## src/rtl/add_sub4_pkg.sv

```systemverilog
// Shared constants for the 4-bit adder/subtractor.
package add_sub4_pkg;

    localparam int unsigned WIDTH = 4;

    localparam logic OP_ADD = 1'b0;
    localparam logic OP_SUB = 1'b1;

endpackage

```

## src/rtl/full_adder.sv

```systemverilog
// Single-bit full adder; one stage of the add_sub4 ripple chain.
module full_adder (
    input  logic a,
    input  logic b,
    input  logic cin,
    output logic s,
    output logic cout
);

    logic p;

    always_comb begin
        p    = a ^ b;
        s    = p ^ cin;
        cout = (a & b) | (cin & p);
    end

endmodule

```

## src/rtl/add_sub4.sv

```systemverilog
// 4-bit two's-complement adder/subtractor with registered sum, carry and overflow.
module add_sub4
    import add_sub4_pkg::*;
(
    input  logic             clk,
    input  logic             rst,
    input  logic             op,
    input  logic [WIDTH-1:0] a,
    input  logic [WIDTH-1:0] b,
    output logic [WIDTH-1:0] sum,
    output logic             c_out,
    output logic             ovf
);

    logic [WIDTH-1:0] bx;
    logic [WIDTH-1:0] s;
    logic [WIDTH:0]   c;
    logic             v;

    logic [WIDTH-1:0] sum_q;
    logic             c_out_q;
    logic             ovf_q;

    // Subtract reuses the adder: a - b = a + ~b + 1, the +1 entering as carry-in.
    always_comb begin
        bx   = (op == OP_ADD) ? b : ~b;
        c[0] = (op == OP_SUB);
    end

    for (genvar i = 0; i < WIDTH; i++) begin : g_ripple
        full_adder u_fa (
            .a    (a[i]),
            .b    (bx[i]),
            .cin  (c[i]),
            .s    (s[i]),
            .cout (c[i+1])
        );
    end

    always_comb begin
        v = c[WIDTH] ^ c[WIDTH-1];
    end

    always_ff @(posedge clk or posedge rst) begin
        if (rst) begin
            sum_q   <= '0;
            c_out_q <= 1'b0;
            ovf_q   <= 1'b0;
        end else begin
            sum_q   <= s;
            c_out_q <= c[WIDTH];
            ovf_q   <= v;
        end
    end

    assign sum   = sum_q;
    assign c_out = c_out_q;
    assign ovf   = ovf_q;

endmodule

```

## config.mk

```make
export PLATFORM = sky130hd
export DESIGN_NAME = add_sub4
export DESIGN_NICKNAME = d
export VERILOG_FILES = /design/src/rtl/add_sub4_pkg.sv /design/src/rtl/full_adder.sv /design/src/rtl/add_sub4.sv
export SDC_FILE = /design/constraint.sdc
export NUM_CORES = 1
export LEC_CHECK = 0
export CAP_MARGIN = 20
export CELL_PAD_IN_SITES_DETAIL_PLACEMENT = 0
export CELL_PAD_IN_SITES_GLOBAL_PLACEMENT = 1
export CORE_AREA = 5 5 42 44
export CTS_BUF_LIST = sky130_fd_sc_hd__clkbuf_8
export DETAILED_ROUTE_END_ITERATION = 8
export DIE_AREA = 0 0 47 49
export PLACE_DENSITY = 0.62
export SLEW_MARGIN = 30
export SYNTH_ARGS = -nofsm -noshare
export SYNTH_HDL_FRONTEND = slang
export SYNTH_HIERARCHICAL = 1
export SYNTH_SLANG_ARGS = --single-unit
```

## constraint.sdc

```tcl
create_clock -name clk -period 0.8 [get_ports clk]
set_input_delay 0.12 -clock clk [delete_from_list [all_inputs] [get_ports clk]]
set_output_delay 0.12 -clock clk [all_outputs]
set_load 0.01 [all_outputs]
```

==> impl_results.md, run 1 <==
- Cell Area, Synth: 277.8 sq um
- Combinational Power Share: 0.269
- Die Outline Area: 2303 sq um
- Total GRT Usage: 0.05710
- Clock tree from TritonCTS: built
- Transition time at the pin with the least slew margin: 0.2045 ns
- Sequential area share after synthesis: 0.5405
- Lkg Pwr: 0.2322 nW
- Cell taking the most area after synthesis: dfrtp_1
- Area share of the largest cell type after synthesis: 0.5405
- Initial core utilization: 0.1982
- Share of the cycle needed by the critical path after routing: 2.285
- Weighted congestion reported at the end of routability-driven placement: 0.6286
- List of most frequent post-synthesis cells: dfrtp_1 (6), xor2_1 (5), fa_1 (4)
- Overall via count from detail_route: 197
- Reported net switching power: 0.2663 mW
- Final number of max-transition violations: 0
- Fin worst setup slack: -1.028 ns
- Antenna diodes: 0
- Worst-path cell with the longest stage delay: fa_2
- Kind of cell adding the most delay to the critical path: adder cells
- # IOs: 17
- Fraction of synthesis flops using an asynchronous set or reset pin: 1.000
- First-pass GRT wire length: 862 um
- Core area: 1401 sq um
- Number of warnings printed during yosys synthesis: 6
- Cell count after synthesis: 16
- Clock Power Share: 0.382
- Setup CP Type: input pin to flop
- Flip-flop and latch count after synthesis: 6
- Max frequency: 0.5471 GHz
- PortBufs: 16
- DRC viols: 0
- Chip height: 49 um
- Syn nets: 31
- Die X: 47 um
- Time the final worst path needs with I/O delays and setup: 1.828 ns
- CTS hold repair buffers: 0
- Routed length per placed instance: 9.556 um
- Critical Path End Type: flop
- Result of the run: complete, but fails checks
- Top cell by count, worst path: fa_2
- Largest net degree at the start of global routing: 7
- GRT overflow: 0
- Ratio of total power to cell area: 2178 nW/um^2
- Post-DRT Antenna Nets: 0
- Internal Power: 0.8672 mW
- Clock Sinks: 6
- Post-synthesis cell type count: 4
- Buffers & Inverters on Critical Path: 1
- Required time of the critical path: 0.90 ns
- Critical path peak fanout: 2
- Layout cell share with drive strength beyond 1: 0.5000
- Hold/Removal Path Class: input pin to async pin
- Relative slew slack: 0.8635
- Violations in the final reports: setup timing
- Most common flop cell mapped by yosys: dfrtp_1
- Via count of the first global-routing pass: 221
- Floorplan row count: 14
- Initial antenna violation count: 0
- Fill cells: 147
- Cell chain of the critical path: buf_6, xor2_2, fa_2, fa_2, fa_2, fa_2, xor2_1
- Critical Path Source Type: input pin
- Area added between synthesis and finish: 87.39%
- Net count, final: 55
- Final hold violation count: 0
- Longest individual stage delay on the worst path: 0.36 ns
- Number of buffers between clock root and the deepest sink: 2
- Setup repair after global routing missed its margin: true
- Number of levels the H-tree was split into: 1
- Clock root buffer: clkbuf_8
- Total length of routed wires: 516 um
- Arrival time at the worst endpoint: 1.93 ns
- Sequential group share of total power: 0.349
- Top cells by area in the synthesized netlist: dfrtp_1 (54%), fa_1 (29%), xor2_1 (16%)
- Cell with the most instances after synthesis: dfrtp_1
- Number of maximum-capacitance constraint violations: 0
- Final setup vio count: 11
- Peak supply drop: 572.3 uV
- Post-layout total power: 1.134 mW
- Iteration-0 DRC Markers: 0
- Dpl ws: -1.703 ns
- Number of buffers added by the clock tree synthesis step: 3
- Average footprint of a synthesized cell: 17.36 sq um
- First-pass iteration count of the detailed router: 1
- EDFF count, synth: 0
- Average vias per placed instance: 3.648
- Clock transition time at the flip-flop clock pins of the worst setup and hold paths: 0.03 ns
- Sw Ratio: 0.2350
per-stage QoR:
stage                       util  hold WS (ns)  area (sq um)  setup TNS, ns  instances
after floorplan                -      -0.08904         295.3         -4.506         16
after global placement    0.3500        0.3434         490.5         -8.561         50
after detailed placement  0.3500        0.3395         490.5         -8.728         50
after CTS                 0.3670        0.1159         514.2         -4.725         54
after global routing      0.3714        0.1450         520.5         -4.220         54
final                     0.3714        0.1115         520.5         -3.933         54
power groups by stage:
| stage | combinational (mW) | clock (mW) | sequential (mW) |
|---|---|---|---|
| after floorplan | 0.0849 | 0 | 0.443 |
| after global placement | 0.368 | 0 | 0.398 |
| after detailed placement | 0.373 | 0 | 0.401 |
| after CTS | 0.312 | 0.448 | 0.394 |
| after global routing | 0.335 | 0.462 | 0.406 |
| final | 0.305 | 0.433 | 0.395 |
worst paths after layout:
check                      start      to  slack, ns  cells past startpoint
min in group clk              op  sum[0]       0.30                      3
max in group asynchronous    rst   c_out       0.51                      2
worst max-delay path        b[0]     ovf      -1.03                      7
worst min-delay path         rst  sum[0]       0.11                      2
final cells by class:
cell class | instances | area [sq um] | area share
repair buffers | 19 | 163.9 | 0.3149
flip-flops and latches | 6 | 150.1 | 0.2885
multi-input cells | 9 | 141.4 | 0.2716
clock buffers | 3 | 41.29 | 0.07933
well taps | 16 | 20.02 | 0.03846
inverters | 1 | 3.754 | 0.007212
layout by cell type, fill, tap and decap left out:
cell type and count:
clkdlybuf4s50_1 6, clkbuf_8 3, dlygate4sd2_1 1, dfrtp_1 6
clkdlybuf4s15_1 1, fa_2 4, buf_2 5, buf_4 2
buf_6 4, xor2_2 1, xor2_1 4, inv_1 1
state kept, by name (all words and copies together), names as in the netlist:
signal	flops
ovf	1
sum	4
c_out	1
layer usage:
layer,routed length (um),share of wire,vias up,global-route usage
li1,-,-,90,-
met1,160,0.31,90,0.05963
met2,226,0.44,17,0.07014
met3,129,0.25,0,0.04059
met4,0,0,0,0.05530
met5,0,0,-,0
cells by family after synthesis:
family / synth area share
flops: 0.5405
fa+ha+maj: 0.2883
xor+xnor: 0.1577
buf+inv: 0.01350
what timing repair did:
action	CTS	global route
pin swaps	7	5
setup buffers	1	0
gates resized for setup	39	1
endpoints found under the setup margin	12	11
hold endpoints to repair	0	0
Note: power is estimated with default switching activity, not from simulation.
==> inputs of run 2 (changes only) <==
--- a/config.mk
+++ b/config.mk
@@ -8,10 +8,10 @@
 export CAP_MARGIN = 20
 export CELL_PAD_IN_SITES_DETAIL_PLACEMENT = 0
 export CELL_PAD_IN_SITES_GLOBAL_PLACEMENT = 1
-export CORE_AREA = 5 5 42 44
+export CORE_AREA = 2 2 39 41
 export CTS_BUF_LIST = sky130_fd_sc_hd__clkbuf_8
 export DETAILED_ROUTE_END_ITERATION = 8
-export DIE_AREA = 0 0 47 49
+export DIE_AREA = 0 0 41 43
 export PLACE_DENSITY = 0.62
 export SLEW_MARGIN = 30
 export SYNTH_ARGS = -nofsm -noshare
==> run 2 against run 1 <==
  * The flow still finishes with violations (setup timing)
  * Maximum frequency down 2.1%
  * Die area down 23%
  * Total power grew 2.1%
  * Cell area is 0.24% lower
  * Utilization increased by 0.38 points
==> impl_results.md, run 2 (synthesized netlist as in run 1, its figures left out) <==
- Result of the run: complete, but fails checks
- Violations in the final reports: setup timing
- Time the final worst path needs with I/O delays and setup: 1.866 ns (+0.03858 ns)
- Largest net degree at the start of global routing: 7 (unchanged)
- Core area: 1384 sq um (-1.2%)
- # IOs: 17 (unchanged)
- Area added between synthesis and finish: 86.94%
- Peak supply drop: 633.7 uV (+11%)
- GRT overflow: 0 (unchanged)
- Final hold violation count: 0 (unchanged)
- Max frequency: 0.5358 GHz (-2.1%)
- Fin Hold WS: 0.1136 ns (+0.002134 ns)
- Dpl ws: -1.709 ns (-0.005990 ns)
- Layout cell share with drive strength beyond 1: 0.4865 (-0.01351)
- Critical Path End Type: flop
- Ratio of total power to cell area: 2229 nW/um^2 (+2.3%)
- Internal Power: 0.8857 mW (+2.1%)
- DRC viols: 0 (unchanged)
- Setup CP Type: input pin to flop
- Number of maximum-capacitance constraint violations: 0 (unchanged)
- Clock transition time at the flip-flop clock pins of the worst setup and hold paths: 0.03 ns (about the same)
- Critical Path Source Type: input pin
- Most used cells in the layout excluding fill and tap cells: dfrtp_1 (6), clkdlybuf4s50_1 (6), buf_6 (5)
- Die Outline Area: 1763 sq um (-23%)
- Iteration-0 DRC Markers: 0 (unchanged)
- Critical path peak fanout: 2 (unchanged)
- Sequential group share of total power: 0.346 (-0.003)
- Transition time at the pin with the least slew margin: 0.2069 ns (+0.002406 ns)
- First-pass GRT wire length: 828 um (-3.9%)
- Via count of the first global-routing pass: 238 (+7.7%)
- Routed length per placed instance: 9.585 um (+0.31%)
- Setup repair after global routing missed its margin: true
- Total length of routed wires: 508 um (-1.6%)
- Average vias per placed instance: 3.604 (-1.2%)
- Hold/Removal Path Class: input pin to async pin
- Antenna diodes: 0 (unchanged)
- Lkg Pwr: 0.2295 nW (-1.2%)
- Clock Sinks: 6 (unchanged)
- Overall via count from detail_route: 191 (-3.0%)
- Chip height: 43 um (-12%)
- Final number of max-transition violations: 0 (unchanged)
- Required time of the critical path: 0.90 ns (about the same)
- First-pass iteration count of the detailed router: 1 (unchanged)
- Clock root buffer: clkbuf_8
- Sw Ratio: 0.2348 (about the same)
- Initial antenna violation count: 0 (unchanged)
- Final TNS setup: -4.018 ns (-0.08503 ns)
- Non-Filler Cell Area, Final: 519.2 sq um (-0.24%)
- Fin worst setup slack: -1.066 ns (-0.03858 ns)
- Max reg flops: 4 (unchanged)
- Number of buffers added by the clock tree synthesis step: 3 (unchanged)
- Share of the cycle needed by the critical path after routing: 2.333 (+0.04822)
- Relative slew slack: 0.8616 (-0.001922)
- Combinational Power Share: 0.281 (+0.012)
- Post-DRT Antenna Nets: 0 (unchanged)
- Cell area after placement: 483.0 sq um (-1.5%)
- Die X: 41 um (-13%)
- Clock Power Share: 0.373 (-0.009)
- Total GRT Usage: 0.07724 (+0.02013)
- Arrival time at the worst endpoint: 1.97 ns (+0.04 ns)
- Final setup vio count: 11 (unchanged)
- Floorplan row count: 14 (unchanged)
- Clock tree from TritonCTS: built
- PortBufs: 16 (unchanged)
- Net count, final: 54 (-1.8%)
- Number of buffers between clock root and the deepest sink: 2 (unchanged)
- Initial core utilization: 0.2007 (+0.002509)
- Weighted congestion reported at the end of routability-driven placement: 0.5593 (-11%)
- Number of levels the H-tree was split into: 1 (unchanged)
- Post-layout total power: 1.157 mW (+2.1%)
- Source of the critical timing path: b[0]
- Reported net switching power: 0.2717 mW (+2.0%)
==> run 2: cell count changes in the layout (fill, tap and decap cells not counted), sizes merged <==
cell / previous run / this run
buf: 11 / 10
==> run 2: power by group through the flow <==
stage / combinational [mW] / clock, mW / sequential, mW
6_report: 0.325 / 0.432 / 0.400
3_5_place_dp: 0.365 / 0 / 0.401
3_3_place_gp: 0.356 / 0 / 0.397
5_1_grt: 0.377 / 0.463 / 0.405
2_1_floorplan: 0.0849 / 0 / 0.443
4_1_cts: 0.309 / 0.448 / 0.394
==> run 2: layer usage <==
metal,part of all wire,vias up,global-route usage,wire length (um)
li1,-,88,-,-
met1,0.32,86,0.06020,165
met2,0.48,17,0.1219,245
met3,0.19,0,0.02094,97
met4,0,0,0.1000,0
met5,0,-,0,0
==> run 2: layout make-up <==
cell class	count	area, sq um
timing repair buffer	18	162.7
fill	133	864.6
clock buffer	3	41.29
inverter	1	3.754
multi-input combinational	9	141.4
tap	16	20.02
sequential	6	150.1
==> run 2: worst max-delay path, cell delays in order <==
cell and delay, ns:
buf_6 0.10, xor2_2 0.17, fa_2 0.34, fa_2 0.35, fa_2 0.36, fa_2 0.36, xor2_1 0.17
==> run 2: through the flow <==
stage,util,cells
after floorplan,-,16
after global placement,0.3490,49
after detailed placement,0.3490,49
after CTS,0.3662,53
after global routing,0.3752,53
final,0.3752,53
==> run 2: what timing repair did <==
| item | CTS | global route |
|---|---|---|
| pin swaps | 7 | 3 |
| resized for setup | 39 | 2 |
| endpoints found under the hold margin | 0 | 0 |
| endpoints found under the setup margin | 12 | 11 |
| cloned | 0 | 0 |
| setup buffers | 1 | 0 |
| hold buffers | 0 | 0 |
==> run 2: path summary, 6_finish.rpt <==
path | endpoint
setup / recovery | ovf
hold / removal | sum[1]
max in group asynchronous | ovf
min in group clk | sum[0]
